--- src/rtl/rw_context_arbiter.sv ---
// Shares one combinational ReWire step device among N_REQ requesters, keeping a
// private resumption tag and halted flag per requester so each sees its own context.
module rw_ctx_slot #(
  parameter int                 TAG_W     = 1,
  parameter logic [TAG_W-1:0]   TAG_RESET = '0
) (
  input  logic             i_clk,
  input  logic             i_rst,
  input  logic             i_restart,
  input  logic             i_defer,
  input  logic             i_exec,
  input  logic [TAG_W-1:0] i_tag_next,
  input  logic             i_cont,
  input  logic             i_exit,
  output logic [TAG_W-1:0] o_tag,
  output logic             o_halted
);
  logic r_pend;

  always_ff @(posedge i_clk or posedge i_rst) begin
    if (i_rst) begin
      o_tag    <= TAG_RESET;
      o_halted <= 1'b0;
      r_pend   <= 1'b0;
    end else if (i_exit && (r_pend || i_restart)) begin
      o_tag    <= TAG_RESET;
      o_halted <= 1'b0;
      r_pend   <= 1'b0;
    end else begin
      if (i_exec) begin
        o_tag <= i_tag_next;
        if (!i_cont) o_halted <= 1'b1;
      end
      // A restart aimed at the context in flight waits until its response retires.
      if (i_restart) begin
        if (i_defer) r_pend <= 1'b1;
        else begin
          o_tag    <= TAG_RESET;
          o_halted <= 1'b0;
        end
      end
    end
  end
endmodule

module rw_context_arbiter #(
  parameter int               N_REQ     = 4,
  parameter int               IN_W      = 1,
  parameter int               OUT_W     = 1,
  parameter int               TAG_W     = 1,
  parameter logic [TAG_W-1:0] TAG_RESET = '0
) (
  input  logic                  i_clk,
  input  logic                  i_rst,
  input  logic [N_REQ-1:0]      i_req_valid,
  input  logic [N_REQ*IN_W-1:0] i_req_in,
  output logic [N_REQ-1:0]      o_req_ready,
  output logic [N_REQ-1:0]      o_rsp_valid,
  output logic [OUT_W-1:0]      o_rsp_out,
  input  logic [N_REQ-1:0]      i_rsp_ready,
  input  logic [N_REQ-1:0]      i_restart,
  output logic [N_REQ-1:0]      o_halted,
  output logic [IN_W-1:0]       o_dev_in,
  output logic [TAG_W-1:0]      o_dev_tag,
  input  logic [OUT_W-1:0]      i_dev_out,
  input  logic [TAG_W-1:0]      i_dev_tag_next,
  input  logic                  i_dev_continue
);
  localparam int PW = (N_REQ > 1) ? $clog2(N_REQ) : 1;

  typedef enum logic [1:0] {S_IDLE, S_EXEC, S_RESP} state_t;

  state_t                        r_state;
  logic [PW-1:0]                 r_rr, r_gnt;
  logic [IN_W-1:0]               r_dev_in;
  logic [TAG_W-1:0]              r_dev_tag;
  logic [OUT_W-1:0]              r_rsp_out;
  logic [N_REQ-1:0]              r_rsp_valid;
  logic [N_REQ-1:0]              w_elig, w_halted, w_ready;
  logic [N_REQ-1:0][TAG_W-1:0]   w_tag;
  logic                          w_any, w_exit;
  logic [PW-1:0]                 w_idx;

  function automatic logic [PW-1:0] wrap(input int v);
    return PW'((v >= N_REQ) ? v - N_REQ : v);
  endfunction

  assign w_elig = i_req_valid & ~w_halted;
  assign w_exit = (r_state == S_RESP) && i_rsp_ready[r_gnt];

  // Scan downward so the lowest offset from r_rr is the one left standing.
  always_comb begin
    w_any = 1'b0;
    w_idx = '0;
    for (int k = N_REQ - 1; k >= 0; k--) begin
      if (w_elig[wrap(int'(r_rr) + k)]) begin
        w_any = 1'b1;
        w_idx = wrap(int'(r_rr) + k);
      end
    end
  end

  always_comb begin
    w_ready = '0;
    if (r_state == S_IDLE && w_any && !i_rst) w_ready[w_idx] = 1'b1;
  end

  for (genvar i = 0; i < N_REQ; i++) begin : g_slot
    logic w_act;
    assign w_act = (r_gnt == PW'(i));
    rw_ctx_slot #(.TAG_W(TAG_W), .TAG_RESET(TAG_RESET)) u_slot (
      .i_clk      (i_clk),
      .i_rst      (i_rst),
      .i_restart  (i_restart[i]),
      .i_defer    ((r_state == S_IDLE) ? w_ready[i] : w_act),
      .i_exec     ((r_state == S_EXEC) && w_act),
      .i_tag_next (i_dev_tag_next),
      .i_cont     (i_dev_continue),
      .i_exit     (w_exit && w_act),
      .o_tag      (w_tag[i]),
      .o_halted   (w_halted[i])
    );
  end

  always_ff @(posedge i_clk or posedge i_rst) begin
    if (i_rst) begin
      r_state     <= S_IDLE;
      r_rr        <= '0;
      r_gnt       <= '0;
      r_dev_in    <= '0;
      r_dev_tag   <= TAG_RESET;
      r_rsp_out   <= '0;
      r_rsp_valid <= '0;
    end else begin
      case (r_state)
        S_IDLE: if (w_any) begin
          r_gnt     <= w_idx;
          r_dev_in  <= i_req_in[w_idx*IN_W +: IN_W];
          r_dev_tag <= w_tag[w_idx];
          r_state   <= S_EXEC;
        end
        S_EXEC: begin
          r_rsp_out   <= i_dev_out;
          r_rsp_valid <= N_REQ'(1) << r_gnt;
          r_state     <= S_RESP;
        end
        S_RESP: if (w_exit) begin
          r_rsp_valid <= '0;
          r_rr        <= (r_gnt == PW'(N_REQ - 1)) ? '0 : r_gnt + 1'b1;
          r_state     <= S_IDLE;
        end
        default: r_state <= S_IDLE;
      endcase
    end
  end

  assign o_req_ready = w_ready;
  assign o_rsp_valid = r_rsp_valid;
  assign o_rsp_out   = r_rsp_out;
  assign o_halted    = w_halted;
  assign o_dev_in    = r_dev_in;
  assign o_dev_tag   = r_dev_tag;
endmodule

--- config.mk ---
export PLATFORM = sky130hd
export DESIGN_NAME = rw_context_arbiter
export DESIGN_NICKNAME = d
export VERILOG_FILES = /design/src/rtl/rw_context_arbiter.sv
export SDC_FILE = /design/constraint.sdc
export NUM_CORES = 1
export LEC_CHECK = 0
export ABC_AREA = 1
export BUFFER_PORTS_ARGS = -buffer_cell sky130_fd_sc_hd__buf_4
export CAP_MARGIN = 25
export CORE_UTILIZATION = 40
export CTS_CLUSTER_DIAMETER = 30
export DETAILED_ROUTE_END_ITERATION = 8
export PLACE_DENSITY_LB_ADDON = 0.1
export REMOVE_ABC_BUFFERS = 1
export SLEW_MARGIN = 20
export SYNTH_ARGS = -nofsm -noshare
export SYNTH_HDL_FRONTEND = slang
export SYNTH_SLANG_ARGS = --single-unit
--- constraint.sdc ---
create_clock -name i_clk -period 3.6 [get_ports i_clk]
set_clock_uncertainty 0.05 [all_clocks]
set_input_delay 0.36 -clock i_clk [delete_from_list [all_inputs] [get_ports i_clk]]
set_output_delay 0.36 -clock i_clk [all_outputs]
set_load 0.01 [all_outputs]
* After elaboration in Yosys (flattened, before gate mapping) *
Cells that the tools add are included.

cells by class
  add/subtract/negate cells = 8
  reduce and logical (&&, ||, !) cells = 40
  shift-type cells = 2
  equality and inequality tests = 7
  muxes and demuxes = 85
  bitwise logic cells = 2
  magnitude comparators = 11

operator list
  kind                                                                          count
  1-bit two-way mux                                                             63
  2-bit two-way mux                                                             11
  2-bit by 3-bit less-than comparator with 1-bit output, second input constant  6
  2-bit nonzero test                                                            9
  1-bit logical AND                                                             16
  2-bit AND reduction                                                           8
  1-bit binary-select mux with 2-bit select                                     6
  3-bit >= comparator, second input constant                                    3
  4-bit two-way mux                                                             2
  4-bit case mux with 2 select lines                                            1
  2-bit by 1-bit subtractor with 2-bit output, second input constant            4
  2-bit by 2-bit adder with 3-bit output, second input constant                 2
  2-bit equality test, second input constant                                    3
  2-bit case mux with 3 select lines                                            1
  4-bit bitwise AND                                                             1
  2-bit by 1-bit equality test with 1-bit output, second input constant         2
  2-bit zero test                                                               2
  1-bit logical OR                                                              4
  2-bit inequality test, second input constant                                  2
  4-bit inverter                                                                1
  4-bit by 3-bit variable part select with 1-bit output                         1
  1-bit by 2-bit left shift with 4-bit output, first input constant             1
  2-bit by 1-bit adder with 3-bit output, second input constant                 1
  2-bit by 3-bit >= comparator with 1-bit output, second input constant         1
  4 further kinds                                                               4

word-level totals
  word-level logic and storage cells = 174
  register bits = 25
  input port bits = 21
  output and inout port bits = 15

* Depth between registers and ports, before layout *
Gate-level depths: netlist (run 1).

  depth in word-level cells = 18
  gate-level depth with buffers = 16
  depth with buffers taken out = 15

* Modules after synthesis *
Synthesis (run 1) repeated with hierarchy kept, for this count alone.

second synthesis, totals
  cell total of the unflattened synthesis = 216
  area total of the unflattened synthesis = 1526.5 sq um

by module, submodules not included
  module              seq. area each (sq um)  area an instance (sq um)  times used  cells an instance
  rw_context_arbiter  325.3                   980.9                     1           144
  rw_ctx_slot         75.1                    136.4                     4           18

* Worst setup path after synthesis (run 1) *
OpenSTA, ideal clock, no wires.

  kind = register -> output
  start = reg r_rr[0]
  end = out o_req_ready[2]
  path slack = 1.839 ns
  stages on the path, launching flop included = 11
  data arrival time = 1.351 ns
  buffers on the path = 1
  required time = 3.190 ns
  path through = dfrtp_1 > buf_6 > inv_4 > nand3_2 > nand2_1 > nand2_1 > nand2_1 > nand2_2 > a21oi_4 > nand4_4 > inv_1

on the way
  word-level cells in the longest chain between the ends = 14
  elaborated cells between the ends (all ways) = 39
  those cells by class = 7 x add/sub; 6 x order compare; 23 x mux; 3 x reduce/logical

RTL lines
  what                                                                                                                                           RTL line  source
  start: declaration                                                                                                                             74        logic [PW-1:0] r_rr, r_gnt;
  start signal: assignment                                                                                                                       149       r_rr <= (r_gnt == PW'(N_REQ - 1)) ? '0 : r_gnt + 1'b1;
  2-bit by 2-bit adder with 3-bit output                                                                                                         96, 98
  3-bit >= comparator or 2-bit by 1-bit subtractor with 2-bit output (tied branches)                                                             85        return PW'((v >= N_REQ) ? v - N_REQ : v);
  2-bit two-way mux                                                                                                                              85
  1-bit binary-select mux with 2-bit select                                                                                                      96        if (w_elig[wrap(int'(r_rr) + k)]) begin
  1-bit two-way mux (implied by the code)                                                                                                        96
  2-bit two-way mux (4 in a row)                                                                                                                 96
  2-bit by 3-bit less-than comparator with 1-bit output (implied by the code) or 2-bit by 1-bit >= comparator with 1-bit output (tied branches)  105       if (r_state == S_IDLE && w_any && !i_rst) w_ready[w_idx] = 1'b1;
  1-bit logical AND (implied by the code)                                                                                                        105
  1-bit two-way mux (implied by the code)                                                                                                        105
  1-bit demux with 2-bit select                                                                                                                  105
  4-bit two-way mux (*)                                                                                                                          105
  end: declaration                                                                                                                               57        output logic [N_REQ-1:0] o_req_ready,

Mark *: on every way between the ends. The rest lies on a longest branch, timed or not. The select of a mux whose other input is x is not followed.

* Final worst setup path (run 1) *
  start = reg r_rr[0]
  end = out o_req_ready[3]

The elaborated chain is that of the path after synthesis.

==> reports/metrics.sh, run 1 <==
OUTCOME='completed'
WORST_EP_ARRIVAL_TIME_NS=2.01
CRITICAL_PATH.MAX_FANOUT=9
DRT-WIRELENGTH-PER-CELL_MICRONS=12.2
GRT_PASS1_VIAS=1392
CRITICAL_PATH.MOST_COMMON_CELL='sky130_fd_sc_hd__nand2_4'
SYNTH_SEQ_AREA_SHARE_PCT=36.9
CELL_COUNT_AFTER_PLACEMENT=306
SYNTHESIS.AREA_PER_INSTANCE_SQ_UM=7.50
REQUIRED_NS=3.19
CTS.ROOT.BUFFER_CELL='sky130_fd_sc_hd__clkbuf_8'
WORST_SKEW_PAIR.LATE_LATENCY_NS=0.28
SETUP-TNS-FINAL_NS=0
POWERDENSITY_mW_PER_MM2=860
PLACEMENT.IO_BUFFERS=35
DRT.ANTENNA.VIOLATING_NETS=0
CTS_SINK_CNT=25
DPL_WORST_SLACK_NS=1.48
CRITPATHTOPFAMILY='simple AND/OR/NAND/NOR gates'
UNREPAIRED_SETUP_ENDPOINTS_AFTER_GLOBAL_ROUTING='false'
GRT_MAX_DEGREE=26
WORST-SLEW-PIN-TRANSITION_NS=0.550
TIMING.FINAL.WS_SETUP_NS=1.18
DIE-HEIGHT_MICRONS=67.1
HOLD_VIOL_FINAL=0
POST_CTS_HOLD_BUFFER_COUNT=0
WORST_SETUP_PATH_END_KIND='output port'
FMAXACHIEVABLE_GHz=0.414
HPWLAFTERDP_MICRONS=3040
CRITPATHBUFINV=2
FINAL.FILL_COUNT=417
VIASPERCELL=4.72
DRC=0
SETUP_VIOLATIONS=0
P_LEAK_nW=1.15
CTS_TREE='built'
CTS_MAX_LEVEL=1
FINAL_NETS=286
SYN_AREA_SQ_MM=0.00169
YOSYS_WARNS=0
DIEWIDTH_MICRONS=67.1
GRT_PASS1_WL_MICRONS=6390
PATH_CLASS='flip-flop to output port'
NUM_ROWS=23
NUM_ANTENNA_CELLS=0
SYNTH_SEQ_CELLS=25
NUMCTSBUFFERS=3
LAYOUT-DRIVE-GT1-SHARE_PCT=28.1
TIMING.FINAL.CRIT_PERIOD_NS=2.42
DETAILED_ROUTER_ITERATION_COUNT_BEFORE_ANTENNA_REPAIR=4
RATIO_OF_FINAL_MINIMUM_PERIOD_TO_CLOCK_PERIOD_PCT=67.1
SYN2LAYOUT_AREA_GROWTH_PCT=19.7
CTSLONGESTPATHBUFFERS=2
CAP_VIOL_MAX_COUNT=0
INITIAL_ANTENNA_VIOLATION_COUNT=0
REG2REG_SETUP_SLACK_NS=1.68
SYNTHESIS.INSTANCES=226
GLOBALROUTETOTALUTIL_PCT=19.3
SLOWEST_STAGE='sky130_fd_sc_hd__dfrtp_1'
REPORT.FINAL.SLEW_VIOL_COUNT=0
HOLD_PATH.CLASS='input port to async pin'
POWER.IR.VDD_WORST_uV=361
CRIT_PATH_START_KIND='flip-flop'
GLOBALROUTEOVERFLOWTOTAL=0
CLK_PIN_SLEW_NS=0.10
POST-CTS-SETUP-BUFFER-COUNT=0
VIA_COUNT=1463
FINALWEIGHTEDCONGESTION=0.849
PIN_COUNT=36
POST_CTS_RESIZED=0
DESIGN.CORE.AREA_SQ_MM=0.00403
CRITICAL-PATH-MAX-STAGE-DELAY_NS=0.61
FINAL_CELLS=310
DIE-AREA_SQ_MM=0.00450
WIRELENGTH_MICRONS=3780
MAX-SLEW-MARGIN-REL_PCT=63.3
SYNTH_CELL_TYPES=29
DRTITER0DRC=82
START_UTIL_PCT=42.0
CP_CELL_SEQUENCE='nand3_1 > nand2_2 > nand2_1 > nand2_1 > nand2_4 > nand2_2 > nand2_4 > nand2_4 > nand3_2 > inv_1 > buf_4'
[layout make-up]
cell class / instances / area (sq um) / share of cell area, %
sequential: 25 / 626 / 30.8
tap: 50 / 62.6 / 3.08
clock buffer: 3 / 41.3 / 2.04
multi-input combinational: 154 / 867 / 42.8
inverter: 42 / 160 / 7.90
clock inverter: 1 / 8.76 / 0.432
timing repair buffer: 35 / 263 / 13.0
[layer usage]
metal / GRT usage, % / up-vias / routed length [microns]
li1: - / 766 / -
met1: 26.2 / 664 / 1770
met4: 3.19 / 0 / 20
met2: 31.6 / 31 / 1810
met5: 0 / - / 0
met3: 4.11 / 2 / 179
[placed cells by master, fill, tap and decap left out, types with 2 or more instances in the layout]
cell type,instances
sky130_fd_sc_hd__ha_1,4
sky130_fd_sc_hd__nand3_1,15
sky130_fd_sc_hd__o21ai_1,4
sky130_fd_sc_hd__nand2_4,4
sky130_fd_sc_hd__nand3b_1,2
sky130_fd_sc_hd__nor2_1,32
sky130_fd_sc_hd__o21ai_0,12
sky130_fd_sc_hd__nand2_1,49
sky130_fd_sc_hd__inv_1,35
sky130_fd_sc_hd__inv_2,6
sky130_fd_sc_hd__clkbuf_8,3
sky130_fd_sc_hd__dfrtp_1,25
sky130_fd_sc_hd__nand2_2,8
sky130_fd_sc_hd__nand3_2,7
sky130_fd_sc_hd__buf_4,35
sky130_fd_sc_hd__a21oi_1,5
[sequential cells by signal (all words and copies together) (netlist names)]
register and cells:
o_rsp_valid 4, o_dev_tag 1, g_slot.u_slot.o_halted 4, r_state 2, g_slot.u_slot.r_pend 4, o_dev_in 1
g_slot.u_slot.o_tag 4, o_rsp_out 1, r_gnt 2, r_rr 2
[worst paths after layout]
check,from,to,cells past startpoint
min,i_rst,g_slot[2].u_slot.r_pend$_DFFE_PP0P_,2
min reg2reg,g_slot[1].u_slot.r_pend$_DFFE_PP0P_,g_slot[1].u_slot.r_pend$_DFFE_PP0P_,2
max reg2reg,r_rr[0]$_DFFE_PP0P_,g_slot[0].u_slot.r_pend$_DFFE_PP0P_,13
max in group asynchronous,i_rst,r_rr[0]$_DFFE_PP0P_,2
min in group i_clk,i_dev_out,o_rsp_out$_DFFE_PP0P_,2
max,r_rr[0]$_DFFE_PP0P_,o_req_ready[3],11
[synthesized netlist by cell type]
library cell | count | share of area (%)
sky130_fd_sc_hd__nand2_1 | 49 | 11
sky130_fd_sc_hd__inv_1 | 36 | 8.0
sky130_fd_sc_hd__nor2_1 | 32 | 7.1
sky130_fd_sc_hd__dfrtp_1 | 25 | 37
sky130_fd_sc_hd__nand3_1 | 15 | 4.4
sky130_fd_sc_hd__o21ai_0 | 12 | 3.5
sky130_fd_sc_hd__nand2_2 | 8 | 3.0
sky130_fd_sc_hd__nand3_2 | 7 | 4.1
sky130_fd_sc_hd__a21oi_1 | 5 | 1.5
sky130_fd_sc_hd__inv_2 | 5 | 1.1
sky130_fd_sc_hd__buf_4 | 4 | 1.8
sky130_fd_sc_hd__ha_1 | 4 | 3.0
sky130_fd_sc_hd__nand2_4 | 4 | 2.7
sky130_fd_sc_hd__o21ai_1 | 4 | 1.2
sky130_fd_sc_hd__nand3b_1 | 2 | 0.89
sky130_fd_sc_hd__a21oi_4 | 1 | 0.96
sky130_fd_sc_hd__a31o_2 | 1 | 0.52
sky130_fd_sc_hd__buf_6 | 1 | 0.66
sky130_fd_sc_hd__inv_4 | 1 | 0.37
sky130_fd_sc_hd__mux2_2 | 1 | 0.66
sky130_fd_sc_hd__mux2i_1 | 1 | 0.59
sky130_fd_sc_hd__nand3_4 | 1 | 1.0
sky130_fd_sc_hd__nand4_4 | 1 | 1.3
sky130_fd_sc_hd__nor2_4 | 1 | 0.66
sky130_fd_sc_hd__nor2_8 | 1 | 1.2
sky130_fd_sc_hd__nor3_2 | 1 | 0.59
sky130_fd_sc_hd__o22a_1 | 1 | 0.52
sky130_fd_sc_hd__xnor2_1 | 1 | 0.52
sky130_fd_sc_hd__xor2_1 | 1 | 0.52
[cells by family (layout without fill, tap and decap cells)]
kind of cell               count (synthesis)  in the layout  synth area share (%)
buffers and inverters                     47             81                  11.9
DFF                                       25             25                  36.9
AOI/OAI and AO/OA                         24             24                  8.20
muxes                                      2              2                  1.26
and+or+nand+nor                          122            122                  37.7
adders and majority gates                  4              4                  2.95
xor gates and xnor gates                   2              2                  1.03
[power breakdown]
part	switching (mW)	internal (mW)	leakage [nW]	total [mW]
logic	0.686	0.396	0.794	1.08
registers	0.0903	0.387	0.326	0.477
clock network	0.103	0.0813	0.0261	0.184
[through the flow]
stage               hold slack, ns  util, %  total power [mW]  instance area [sq um]
floorplan                    0.337        -              1.28                   1650
global placement             0.440     49.1              1.57                   1980
detailed placement           0.439     49.1              1.57                   1980
CTS                          0.248     50.3              1.76                   2030
global route                 0.159     50.3              1.93                   2030
finish                       0.109     50.3              1.74                   2030
Power figures use the tool's default switching activity.
==> run 2, diff against run 1 <==
Settings changed: ABC_AREA 1 to 0.
Clock period 3.6 ns to 2.15 ns, I/O delays scaled along.
==> run 2 against run 1 <==
  * The flow now finishes with violations (setup timing)
  * Combinational power is 34% higher
  * Wire length is 8.6% higher
  * Critical path depth is 6 lower
  * Global-route usage is 1.1 points higher
  * Cell area is 0.12% lower
  * Hold slack worse by 0.038 ns
  * Non-clock buffer count is 19 higher
  * Highest routed layer unchanged
==> reports/metrics.sh, run 2 <==
INTERNAL_PWR_TOTAL_mW=1.48
UNREPAIRED_SETUP_ENDPOINTS_AFTER_GLOBAL_ROUTING='true'
SYNTH.TOP_CELL.AREA_SHARE_PCT=41.3
SYNTH_FLOP_CELL='sky130_fd_sc_hd__dfrtp_1'
WORST-SLEW-PIN-TRANSITION_NS=0.521
NUMCTSBUFFERS=3
VIOLATIONS='setup timing'
DIE-HEIGHT_MICRONS=63.5
DIE-AREA_SQ_MM=0.00403
LAYOUT.CELLS.MOST_COMMON_LIST='sky130_fd_sc_hd__buf_4, sky130_fd_sc_hd__nand2_1, sky130_fd_sc_hd__dfrtp_1'
FINAL_NETS=234
REQUIRED_NS=1.88
GRT_PASS1_WL_MICRONS=6390
VIASPERCELL=5.56
NUM_ANTENNA_CELLS=0
POWER.IR.VDD_WORST_uV=605
SYNTH_SEQ_CELLS=25
PLACEMENT.IO_BUFFERS=35
HOLD_VIOL_FINAL=0
POSTSYNTH.ASYNCRESETSHARE_PCT=100
CTSLONGESTPATHBUFFERS=2
SWITCHING_SHARE_PCT=41.9
COMBINATIONALPOWERSHARE_PCT=56.7
DESIGN.CORE.AREA_SQ_MM=0.00347
DOMINANT_CELL_TYPE_BY_AREA_AFTER_SYNTHESIS='sky130_fd_sc_hd__dfrtp_1'
PIN_COUNT=36
LAYOUT-DRIVE-GT1-SHARE_PCT=36.5
CTS.ROOT.BUFFER_CELL='sky130_fd_sc_hd__clkbuf_8'
CTS_MAX_LEVEL=1
POWERDENSITY_mW_PER_MM2=1260
CTS_SINK_CNT=25
WORST_SKEW_PAIR.LATE_LATENCY_NS=0.28
CLK_PIN_SLEW_NS=0.10
PATH_CLASS='flip-flop to output port'
HOLD_PATH.CLASS='input port to flip-flop'
DRT-WIRELENGTH-PER-CELL_MICRONS=16.2
SYNTHESIS.INSTANCES=157
FMAXACHIEVABLE_GHz=0.465
SYNTHESIS.AREA_PER_INSTANCE_SQ_UM=9.64
DIEWIDTH_MICRONS=63.5
START_UTIL_PCT=43.7
DRT.ANTENNA.VIOLATING_NETS=0
CELL_COUNT_AFTER_PLACEMENT=235
CAP_VIOL_MAX_COUNT=0
FINALWEIGHTEDCONGESTION=0.776
TIMING.FINAL.CRIT_PERIOD_NS=2.15
MOST_FREQUENT_STANDARD_CELL_IN_THE_LAYOUT_EXCLUDING_FILL_AND_TAP_CELLS='sky130_fd_sc_hd__buf_4'
SYNTH_ENABLE_FLOP_CELLS=0
DETAILED_ROUTER_ITERATION_COUNT_BEFORE_ANTENNA_REPAIR=4
SETUP-TNS-FINAL_NS=-0.00232
SYNTH_SEQ_AREA_SHARE_PCT=41.3
GRT_MAX_DEGREE=18
SYN2LAYOUT_AREA_GROWTH_PCT=33.8
WORST_SETUP_PATH_END_KIND='output port'
SETUP_VIOLATIONS=1
FINAL_CELLS=254
PLACED_INSTANCE_AREA_SQ_MM=0.00180
RATIO_OF_FINAL_MINIMUM_PERIOD_TO_CLOCK_PERIOD_PCT=100
FINISH.INSTANCE_AREA_SQ_MM=0.00203
HPWLAFTERDP_MICRONS=2850
FINALHOLDWORSTSLACK_NS=0.0710
DRTITER0DRC=70
P_LEAK_nW=1.00
CLOCK_POWER_SHARE_PCT=11.7
YOSYS.CELL_COUNT.TOP_TYPE='sky130_fd_sc_hd__dfrtp_1'
GRT_PASS1_VIAS=1358
VIA_COUNT=1412
YOSYS-TOP-CELLS-AREA='sky130_fd_sc_hd__dfrtp_1, sky130_fd_sc_hd__nand2_1, sky130_fd_sc_hd__ha_1'
SYN_AREA_SQ_MM=0.00151
FINAL.FILL_COUNT=316
POWER.NET_SWITCHING_mW=1.07
DRC=0
WORST_EP_ARRIVAL_TIME_NS=1.89
OUTCOME='finished with violations'
CRITICAL_PATH.MAX_FANOUT=5
TIMING.FINAL.WS_SETUP_NS=-0.00232
CTS_TREE='built'
GLOBALROUTETOTALUTIL_PCT=20.4
CRIT_PATH_START_KIND='flip-flop'
NUM_ROWS=21
YOSYS-TOP-CELLS-COUNT='sky130_fd_sc_hd__dfrtp_1, sky130_fd_sc_hd__nand2_1, sky130_fd_sc_hd__nor2_1'
REPORT.FINAL.SLEW_VIOL_COUNT=0
INITIAL_ANTENNA_VIOLATION_COUNT=0
SYNTH_CELL_TYPES=44
WIRELENGTH_MICRONS=4110
MAX-SLEW-MARGIN-REL_PCT=65.2
SEQPWRFRAC_PCT=31.6
GLOBALROUTEOVERFLOWTOTAL=0
YOSYS_WARNS=0
==> run 2: cell count changes after synthesis, moves of 7 or more <==
| cell | previous run | this run |
|---|---|---|
| sky130_fd_sc_hd__inv_1 | 36 | 9 |
| sky130_fd_sc_hd__nand2_1 | 49 | 24 |
| sky130_fd_sc_hd__nor2_1 | 32 | 12 |
| sky130_fd_sc_hd__nand3_1 | 15 | 2 |
| sky130_fd_sc_hd__nand2_2 | 8 | 0 |
| sky130_fd_sc_hd__nand3_2 | 7 | 0 |
| sky130_fd_sc_hd__o21ai_0 | 12 | 5 |
==> run 2: cells by family (layout without fill, tap and decap cells) <==
family	Yosys count	count (layout)	synth area share (%)
simple gates	66	66	23.7
compound gates	36	37	17.4
flops	25	25	41.3
buf+inv	17	67	7.19
mux	9	9	7.11
fa+ha+maj	4	4	3.31
==> run 2: layout make-up <==
type                    instances  area [sq um]  share of cell area (%)
multi-input cells             116           846                    41.8
clock inverters                 1          7.51                   0.371
inverters                       9          33.8                    1.67
well taps                      46          57.6                    2.84
repair buffers                 54           412                    20.3
clock buffers                   3          41.3                    2.04
flip-flops and latches         25           628                    31.0
==> run 2: worst paths after layout <==
kind	startpoint	end	slack (ns)	cells after the start
min reg2reg	o_rsp_valid[2]$_DFFE_PP0P_	o_rsp_valid[2]$_DFFE_PP0P_	0.43	2
min	i_dev_out	o_rsp_out$_DFFE_PP0P_	0.07	3
max in group asynchronous	i_rst	g_slot[0].u_slot.o_halted$_DFF_PP0_	1.03	4
max	g_slot[1].u_slot.o_halted$_DFF_PP0_	o_req_ready[1]	-0.002	5
min in group asynchronous	i_rst	g_slot[0].u_slot.r_pend$_DFFE_PP0P_	0.44	3
max reg2reg	g_slot[1].u_slot.o_halted$_DFF_PP0_	o_dev_tag$_DFFE_PP0N_	0.12	7
==> run 2: critical path: stages, from the launching register on <==
cell	delay, ns
sky130_fd_sc_hd__dfrtp_1	0.41
sky130_fd_sc_hd__nand2b_4	0.17
sky130_fd_sc_hd__a211o_1	0.28
sky130_fd_sc_hd__a22o_4	0.26
sky130_fd_sc_hd__nor4_4	0.32
sky130_fd_sc_hd__buf_4	0.17
==> run 2: power groups by stage <==
| stage | logic (mW) | clock network (mW) | registers (mW) |
|---|---|---|---|
| 2_1_floorplan | 0.766 | 0 | 0.806 |
| 3_3_place_gp | 1.20 | 0 | 0.794 |
| 3_5_place_dp | 1.22 | 0 | 0.804 |
| 4_1_cts | 1.26 | 0.307 | 0.796 |
| 5_1_grt | 1.59 | 0.325 | 0.836 |
| 6_report | 1.45 | 0.299 | 0.807 |
==> run 2: metal layers <==
layer / track usage (%) / vias to the layer above / routed length [microns]
li1: - / 667 / -
met1: 24.9 / 683 / 1720
met2: 37.2 / 53 / 2100
met3: 3.26 / 9 / 228
met4: 4.26 / 0 / 58
met5: 0 / - / 0
==> run 2: through the flow <==
step / setup slack [ns] / power (mW) / utilization, %
floorplan: 0.145 / 1.57 / -
global placement: 0.227 / 1.99 / 51.8
detailed placement: 0.201 / 2.02 / 51.8
CTS: -0.00987 / 2.37 / 54.3
global route: -0.0814 / 2.75 / 58.4
finish: -0.00232 / 2.56 / 58.4
==> run 2: repair_timing <==
action                                  CTS  global route
pin swaps                                 1             5
hold buffers                              1             0
endpoints found under the setup margin    4             4
gates resized for setup                   4             8
hold endpoints to repair                  8             0
cloned                                    0             1
buffers inserted                          1            12
